===== config.mk =====
export PLATFORM = sky130hd
export DESIGN_NAME = hack_bus_arbiter_flat
export DESIGN_NICKNAME = d
export VERILOG_FILES = /design/src/rtl/hack_bus_arbiter_if.sv /design/src/rtl/hack_bus_arbiter.sv /design/src/flat_wrapper.sv
export SDC_FILE = /design/constraint.sdc
export NUM_CORES = 1
export LEC_CHECK = 0
export ABC_AREA = 1
export BUFFER_PORTS_ARGS = -buffer_cell sky130_fd_sc_hd__buf_2
export CELL_PAD_IN_SITES_DETAIL_PLACEMENT = 1
export CELL_PAD_IN_SITES_GLOBAL_PLACEMENT = 1
export CORE_MARGIN = 3
export CORE_UTILIZATION = 19
export CTS_CLUSTER_DIAMETER = 150
export CTS_CLUSTER_SIZE = 10
export DETAILED_ROUTE_END_ITERATION = 8
export PLACE_DENSITY_LB_ADDON = 0.1
export SETUP_SLACK_MARGIN = 0.02
export SLEW_MARGIN = 20
export SYNTH_ARGS = -nofsm -noshare
export SYNTH_HDL_FRONTEND = slang
export SYNTH_SLANG_ARGS = --single-unit
export TNS_END_PERCENT = 20

===== constraint.sdc =====
create_clock -name clk -period 2.22 [get_ports clk]
set_clock_uncertainty 0.15 [all_clocks]
set_input_delay 0.222 -clock clk [delete_from_list [all_inputs] [get_ports clk]]
set_output_delay 0.222 -clock clk [all_outputs]
set_load 0.05 [all_outputs]

===== src/rtl/hack_bus_arbiter_if.sv =====
// Shared Hack RAM bus: two requester ports in, one granted memory port out.
interface hack_bus_arbiter_if #(
  parameter int ADDR_W = 15,
  parameter int DATA_W = 16
);
  logic              req0;
  logic              req1;
  logic [ADDR_W-1:0] addr0;
  logic [ADDR_W-1:0] addr1;
  logic [DATA_W-1:0] wdata0;
  logic [DATA_W-1:0] wdata1;
  logic              we0;
  logic              we1;
  logic              gnt0;
  logic              gnt1;
  logic              sel;
  logic              busy;
  logic [ADDR_W-1:0] mem_addr;
  logic [DATA_W-1:0] mem_wdata;
  logic              mem_we;

  modport master (
    output req0, req1, addr0, addr1, wdata0, wdata1, we0, we1,
    input  gnt0, gnt1, sel, busy, mem_addr, mem_wdata, mem_we
  );

  modport slave (
    input  req0, req1, addr0, addr1, wdata0, wdata1, we0, we1,
    output gnt0, gnt1, sel, busy, mem_addr, mem_wdata, mem_we
  );
endinterface


===== src/rtl/hack_bus_arbiter.sv =====
// Two-requester round-robin arbiter with bounded hold time, driving the
// shared memory port through a per-bit select mux.
module hack_bus_arbiter #(
  parameter int ADDR_W   = 15,
  parameter int DATA_W   = 16,
  parameter int MAX_HOLD = 8
) (
  input logic                 clk,
  input logic                 reset,
  hack_bus_arbiter_if.slave   bus
);

  localparam int HW = (MAX_HOLD > 2) ? $clog2(MAX_HOLD) : 1;
  localparam logic [HW-1:0] HOLD_LAST = HW'(MAX_HOLD - 1);

  typedef enum logic [1:0] {
    IDLE = 2'd0,
    G0   = 2'd1,
    G1   = 2'd2
  } state_t;

  state_t        state_q, state_d;
  logic          last_q, last_d;
  logic          sel_q, sel_d;
  logic [HW-1:0] hold_q, hold_d;

  always_ff @(posedge clk) begin
    if (reset) begin
      state_q <= IDLE;
      last_q  <= 1'b1;
      sel_q   <= 1'b0;
      hold_q  <= '0;
    end else begin
      state_q <= state_d;
      last_q  <= last_d;
      sel_q   <= sel_d;
      hold_q  <= hold_d;
    end
  end

  always_comb begin
    state_d = state_q;
    last_d  = last_q;
    sel_d   = sel_q;
    hold_d  = hold_q;

    case (state_q)
      IDLE: begin
        if (bus.req0 && bus.req1) begin
          state_d = last_q ? G0 : G1;
        end else if (bus.req0) begin
          state_d = G0;
        end else if (bus.req1) begin
          state_d = G1;
        end
      end
      G0: begin
        // Release and preempt both hand over when the other side waits.
        if (!bus.req0 || (bus.req1 && hold_q == HOLD_LAST)) begin
          state_d = bus.req1 ? G1 : IDLE;
        end else if (hold_q != HOLD_LAST) begin
          hold_d = hold_q + 1'b1;
        end
      end
      G1: begin
        if (!bus.req1 || (bus.req0 && hold_q == HOLD_LAST)) begin
          state_d = bus.req0 ? G0 : IDLE;
        end else if (hold_q != HOLD_LAST) begin
          hold_d = hold_q + 1'b1;
        end
      end
      default: state_d = IDLE;
    endcase

    if (state_d != state_q && state_d == G0) begin
      sel_d  = 1'b0;
      last_d = 1'b0;
      hold_d = '0;
    end else if (state_d != state_q && state_d == G1) begin
      sel_d  = 1'b1;
      last_d = 1'b1;
      hold_d = '0;
    end
  end

  assign bus.gnt0   = (state_q == G0);
  assign bus.gnt1   = (state_q == G1);
  assign bus.sel    = sel_q;
  assign bus.busy   = bus.gnt0 | bus.gnt1;
  assign bus.mem_we = (bus.gnt0 & bus.we0) | (bus.gnt1 & bus.we1);

  // hMux16-style datapath: one 2:1 mux per bit, steered only by registered sel.
  generate
    for (genvar gi = 0; gi < ADDR_W; gi++) begin : g_addr_mux
      assign bus.mem_addr[gi] = sel_q ? bus.addr1[gi] : bus.addr0[gi];
    end
    for (genvar gi = 0; gi < DATA_W; gi++) begin : g_data_mux
      assign bus.mem_wdata[gi] = sel_q ? bus.wdata1[gi] : bus.wdata0[gi];
    end
  endgenerate

endmodule


===== src/flat_wrapper.sv =====
// flat-port wrapper written by rule: the top's interface ports become plain ports
module hack_bus_arbiter_flat 
#(
  parameter int ADDR_W   = 15,
  parameter int DATA_W   = 16,
  parameter int MAX_HOLD = 8
)
  (clk, reset, bus_req0, bus_req1, bus_addr0, bus_addr1, bus_wdata0, bus_wdata1, bus_we0, bus_we1, bus_gnt0, bus_gnt1, bus_sel, bus_busy, bus_mem_addr, bus_mem_wdata, bus_mem_we);
  hack_bus_arbiter_if #(.ADDR_W(ADDR_W), .DATA_W(DATA_W)) bus_i ();
  input logic clk;
  input logic reset;
  input wire logic [$bits(bus_i.req0)-1:0] bus_req0;
  input wire logic [$bits(bus_i.req1)-1:0] bus_req1;
  input wire logic [$bits(bus_i.addr0)-1:0] bus_addr0;
  input wire logic [$bits(bus_i.addr1)-1:0] bus_addr1;
  input wire logic [$bits(bus_i.wdata0)-1:0] bus_wdata0;
  input wire logic [$bits(bus_i.wdata1)-1:0] bus_wdata1;
  input wire logic [$bits(bus_i.we0)-1:0] bus_we0;
  input wire logic [$bits(bus_i.we1)-1:0] bus_we1;
  output wire logic [$bits(bus_i.gnt0)-1:0] bus_gnt0;
  output wire logic [$bits(bus_i.gnt1)-1:0] bus_gnt1;
  output wire logic [$bits(bus_i.sel)-1:0] bus_sel;
  output wire logic [$bits(bus_i.busy)-1:0] bus_busy;
  output wire logic [$bits(bus_i.mem_addr)-1:0] bus_mem_addr;
  output wire logic [$bits(bus_i.mem_wdata)-1:0] bus_mem_wdata;
  output wire logic [$bits(bus_i.mem_we)-1:0] bus_mem_we;
  assign bus_i.req0 = bus_req0;
  assign bus_i.req1 = bus_req1;
  assign bus_i.addr0 = bus_addr0;
  assign bus_i.addr1 = bus_addr1;
  assign bus_i.wdata0 = bus_wdata0;
  assign bus_i.wdata1 = bus_wdata1;
  assign bus_i.we0 = bus_we0;
  assign bus_i.we1 = bus_we1;
  assign bus_gnt0 = bus_i.gnt0;
  assign bus_gnt1 = bus_i.gnt1;
  assign bus_sel = bus_i.sel;
  assign bus_busy = bus_i.busy;
  assign bus_mem_addr = bus_i.mem_addr;
  assign bus_mem_wdata = bus_i.mem_wdata;
  assign bus_mem_we = bus_i.mem_we;
  hack_bus_arbiter #(.ADDR_W(ADDR_W), .DATA_W(DATA_W), .MAX_HOLD(MAX_HOLD)) u_core (.clk(clk), .reset(reset), .bus(bus_i));
endmodule

# Word level (Yosys, flattened, before mapping)
# Cells that the tools add are included.
# totals
register_bits	7
# op_classes
n_addsub	1
reduce_logical	15
n_mux	46
eq_ne	9
bitwise_logic	4
# op_table
op	n
2-to-1 mux 1 bit	34
2-to-1 mux 2 bit	7
2-to-1 mux 3 bit	3
case mux 2 bit (3 select lines)	1
case mux 3 bit (2 select lines)	1
logical AND 1 bit	5
equality test 2 x 1 -> 1 bit, second input constant	2
equality test 2 bit, second input constant	2
!= test 2 bit, second input constant	2
nonzero test 2 bit	2
adder 3 x 1 -> 3 bit, second input constant	1
equality test 3 bit, second input constant	1
!= test 3 bit, second input constant	1
AND reduction 3 bit	1
OR reduction 3 bit	1
AND 1 bit	2
zero test 1 bit	2
zero test 2 bit	1
logical OR 1 bit	2
!= test 2 bit	1
bitwise OR 1 bit	2
OR reduction 2 bit	1

# Depth between registers and ports, before layout
# depth
word_depth	9
ltp_mapped	11
mapped_depth_nobuf	11

# Worst setup path before layout
# Ideal clock, no wire load.
# synth_timing
path_kind	register to register
start	reg u_core.state_q[0]
end	reg u_core.hold_q[1]
setup_time_ns	0.111
period_less_slack_ns	2.010
path_stages_with_launch	9
arrival_ns	1.748
slack_ns	0.210
cell_sequence	dfxtp_1 -> inv_1 -> ha_1 -> inv_1 -> o21ai_1 -> nand2_2 -> mux2_4 -> inv_2 -> nor2_1
# synth_lines
element	line	source
start: declaration	hack_bus_arbiter.sv:22	state_t state_q, state_d;
start signal: assignment	hack_bus_arbiter.sv:34	state_q <= state_d;
equality test 2 bit (*)	n/a	
net bus_gnt1	flat_wrapper.sv:21	output wire logic [$bits(bus_i.gnt1)-1:0] bus_gnt1;
case mux 2 bit (3 select lines)	hack_bus_arbiter.sv:47	case (state_q)
!= test 2 bit (tied with other cells)	hack_bus_arbiter.sv:75, hack_bus_arbiter.sv:79	
logical AND 1 bit, on equally long branches	hack_bus_arbiter.sv:79, hack_bus_arbiter.sv:75	
OR reduction 3 bit (no source line)	n/a	
end signal: assignment	hack_bus_arbiter.sv:37	hold_q <= hold_d;
end: declaration	hack_bus_arbiter.sv:25	logic [HW-1:0] hold_q, hold_d;
# The timed path passes the listed nets; every way through them passes the cells marked *.
# A chain may end at the register's enable or synchronous reset.

# Worst setup path after layout
# layout_timing
start	reg u_core.state_q[0]
end	reg u_core.hold_q[0]
# layout_between
elab_chain_len	7
# layout_lines
element	line	source
2-to-1 mux 2 bit	hack_bus_arbiter.sv:53	end else if (bus.req1) begin
2-to-1 mux 2 bit	hack_bus_arbiter.sv:51	end else if (bus.req0) begin
2-to-1 mux 2 bit	hack_bus_arbiter.sv:49	if (bus.req0 && bus.req1) begin
case mux 2 bit (3 select lines)	hack_bus_arbiter.sv:47	
!= test 2 bit (tied with other cells)	hack_bus_arbiter.sv:75, hack_bus_arbiter.sv:79	
logical AND 1 bit, on equally long branches	hack_bus_arbiter.sv:79, hack_bus_arbiter.sv:75	
OR reduction 3 bit (no source line)	n/a	
# Parallel ways exist; a longest one is shown, timed or not.

==> metrics.md <==
| Metric | Value |
|---|---|
| Post-CTS sizing | 0 |
| Root buf cell | clkbuf_8 |
| Outcome | finished clean |
| Crit end category | register |
| Worst path top cell family by delay | simple AND/OR/NAND/NOR gates |
| Ranking of synthesized cells by area | nand2_1 (43%), dfxtp_1 (15%), ha_1 (8.3%), nand2_2 (4.1%), mux2_4 (3.3%) |
| Layout area overhead | 66.0% |
| Final TNS setup | 0 ps |
| Fin crit period | ~1900 ps |
| Post-synth EDFFs | 0 |
| Post-Syn Area | slightly above 900 µm² |
| Core ar. | about 4500 µm² |
| Vias | around 1.3k |
| Initial DRC count | 17 |
| FF-to-FF Start | u_core.state_q[0] |
| Largest net degree at the start of global routing | 33 |
| CP Depth | 8 |
| CTS buffer count | 3 |
| Syn Area/Cell | between 5 and 6 µm² |
| Routed len/inst | 11.4 µm |
| Initial antenna violation count | 0 |
| Hold_buf cts | 0 |
| Pre-antenna DRT Iters | 3 |
| Worst Path Buf+Inv | 1 |
| P_leak | between 0.9 and 1 nW |
| Final hold violation count | 0 |
| Hold wc startpoint | reset |
| Yosys warns | 0 |
| # fillers | between 600 and 700 |
| Worst-Margin Slew | 516 ps |
| Synth Net Count | 240 |
| Post-synth top area share | around 43% |
| Min Hold Slack | roughly 50 ps |
| DRT Wirelength | roughly 3600 µm |
| # Max-Cap Violations | 0 |
| Syn Inst Count | about 170 |
| Final worst-path cycle share | a little under nine tenths |
| Relative slew slack | ~66% |
| Die Width | approximately 75 µm |
| DRC viols | 0 |
| Data required, critical path | ~2200 ps |
| R2R Path End | u_core.hold_q[0] |
| Number of global-route vias before repair | 1247 |
| Clock Sink Count | 7 |
| Flop2flop setup slack | ~320 ps |
| Hold Crit Class | in -> reg |
| Worst path slowest cell | dfxtp_1 |
| PortBufs | between 100 and 150 |
| Reg clk slew, reported paths | about 40 ps |
| Pwr/cell area | 822 nW/µm² |
| Die Ht | 75.1 µm |
| Yosys reg bits | 7 |
| Worst VDD drop | about 0.58 mV |
| I/O pins | 104 |
| Row count | 24 |
| CP startpoint kind | register |
| Peak Freq | 526 MHz |
| Pins Over Slew Limit | 0 |
| Final nets | approximately 340 |
| Final ANT Viol Nets | 0 |
| Overall Global Routing Usage | between 10% and 20% |
| Arrival @ worst endpoint | ~1900 ps |
| CP cell instances | inv_1 -> ha_1 -> nand4_1 -> nand2_2 -> nor2_4 -> o2111ai_2 -> nand3_2 -> nor2_1 |
| Gr ovfl total | 0 |
| Final setup viols | 0 |
| Post-CTS setup buffers | 0 |
| Worst skew pair latency | around 220 ps |
| CTS H-Tree Depth | 1 |
| Final HPWL DP | approximately 3100 µm |
| DR vias/cell | 4.18 |
| Count of cell types in the netlist | 24 |
| Most area-hungry cell type in the Yosys netlist | nand2_1 |
| CP max FO | 7 |
| First-pass GRT wire length | 5400 µm |
| ANT cells | 0 |
| Post-synthesis sequential area ratio | approximately 15% |
| Max stage delay on crit path | approximately 450 ps |
| GPL Wtd Cong | between 0.7 and 0.8 |
| CTS max path bufs | 2 |
| Unrepaired setup endpoints after global routing | no |
| CTS tree | built |
| Hold Path Stages | 2 |
| Starting density of the core | 20.3% |
| Type of the worst setup path | reg -> reg |
| Top_reg_cell synth | dfxtp_1 |
| Cell depth of the worst flop-to-flop path | 8 |
| Commonest cells post-synth | nand2_1 (103), dfxtp_1 (7) |
| Layout cell share with drive strength beyond 1 | a little under half |
| Share of flip-flops with an asynchronous set or reset | 0% |
| Die ar. | 5650 µm² |
| Most common cell in the netlist | nand2_1 |
| Hold Path Sink | u_core.state_q[1] |
## sequential cells by signal, indices dropped and copies added (netlist names)
name            cells
u_core.bus.sel      1
u_core.state_q      2
u_core.hold_q       3
u_core.last_q       1
## cell usage in the layout, fill, tap and decap left out, drive strengths merged, types with 2 or more instances in the layout
cell type  instances
ha                 6
o21ai              2
mux2               2
dfxtp              7
nor2               8
nand3              7
inv                9
clkbuf             4
nand2            109
buf              104
nand4              2
a21oi              2
## cell families (layout without fill, tap and decap cells)
logic type | Yosys count | count (layout) | share of synthesized area [%]
AND/OR/NAND/NOR | 127 | 127 | 58.0
buffers and inverters | 16 | 117 | 7.44
AO/OA/AOI/OAI | 7 | 7 | 6.61
flip-flops | 7 | 7 | 15.4
adder cells (fa/ha/maj) | 6 | 6 | 8.26
multiplexers | 2 | 2 | 3.31
XOR/XNOR | 1 | 1 | 0.964
## through the flow
stage | util (%) | area (µm²) | std cells | power (mW) | setup WS, ps
2_1_floorplan | - | 908 | 166 | 0.856 | 210
3_3_place_gp | 32.7 | 1460 | 315 | 1.08 | 328
3_5_place_dp | 32.7 | 1460 | 315 | 1.08 | 309
4_1_cts | 33.7 | 1510 | 319 | 1.26 | 291
5_1_grt | 33.7 | 1510 | 319 | 1.34 | 149
6_report | 33.7 | 1510 | 319 | 1.24 | 318
## cell type report
type	instances	area, µm²	share of cell area [%]
clock buffer	4	45.0	2.99
inverter	9	33.8	2.24
multi-input combinational	143	701	46.5
sequential	7	140	9.29
tap	52	65.1	4.32
timing repair buffer	104	523	34.7
## routing by layer
layer / track usage (%) / share of wire [%] / wire length [µm] / vias up
li1: - / - / - / 713
met1: 14.5 / 40 / 1460 / 570
met2: 22.2 / 51 / 1860 / 48
met3: 1.87 / 8.6 / 312 / 2
met4: 1.17 / 0.22 / 8 / 0
met5: 0 / 0 / 0 / -
## how the worst max path moves through the flow
| stage | start | endpoint |
|---|---|---|
| final | u_core.state_q[0] | u_core.hold_q[0] |
| after global routing | u_core.state_q[0] | u_core.hold_q[2] |
| after CTS | u_core.state_q[0] | u_core.hold_q[0] |
| after detailed placement | u_core.state_q[0] | u_core.hold_q[2] |
| after global placement | u_core.state_q[0] | u_core.hold_q[0] |
| after floorplan | u_core.state_q[0] | u_core.hold_q[1] |
## power by group
part	switching [mW]	total (mW)	internal [mW]
sequential	0.0167	0.160	0.143
clock	0.0484	0.172	0.124
combinational	0.687	0.907	0.220
total	0.752	1.24	0.487
No activity file was read; power rests on OpenSTA's default activity.
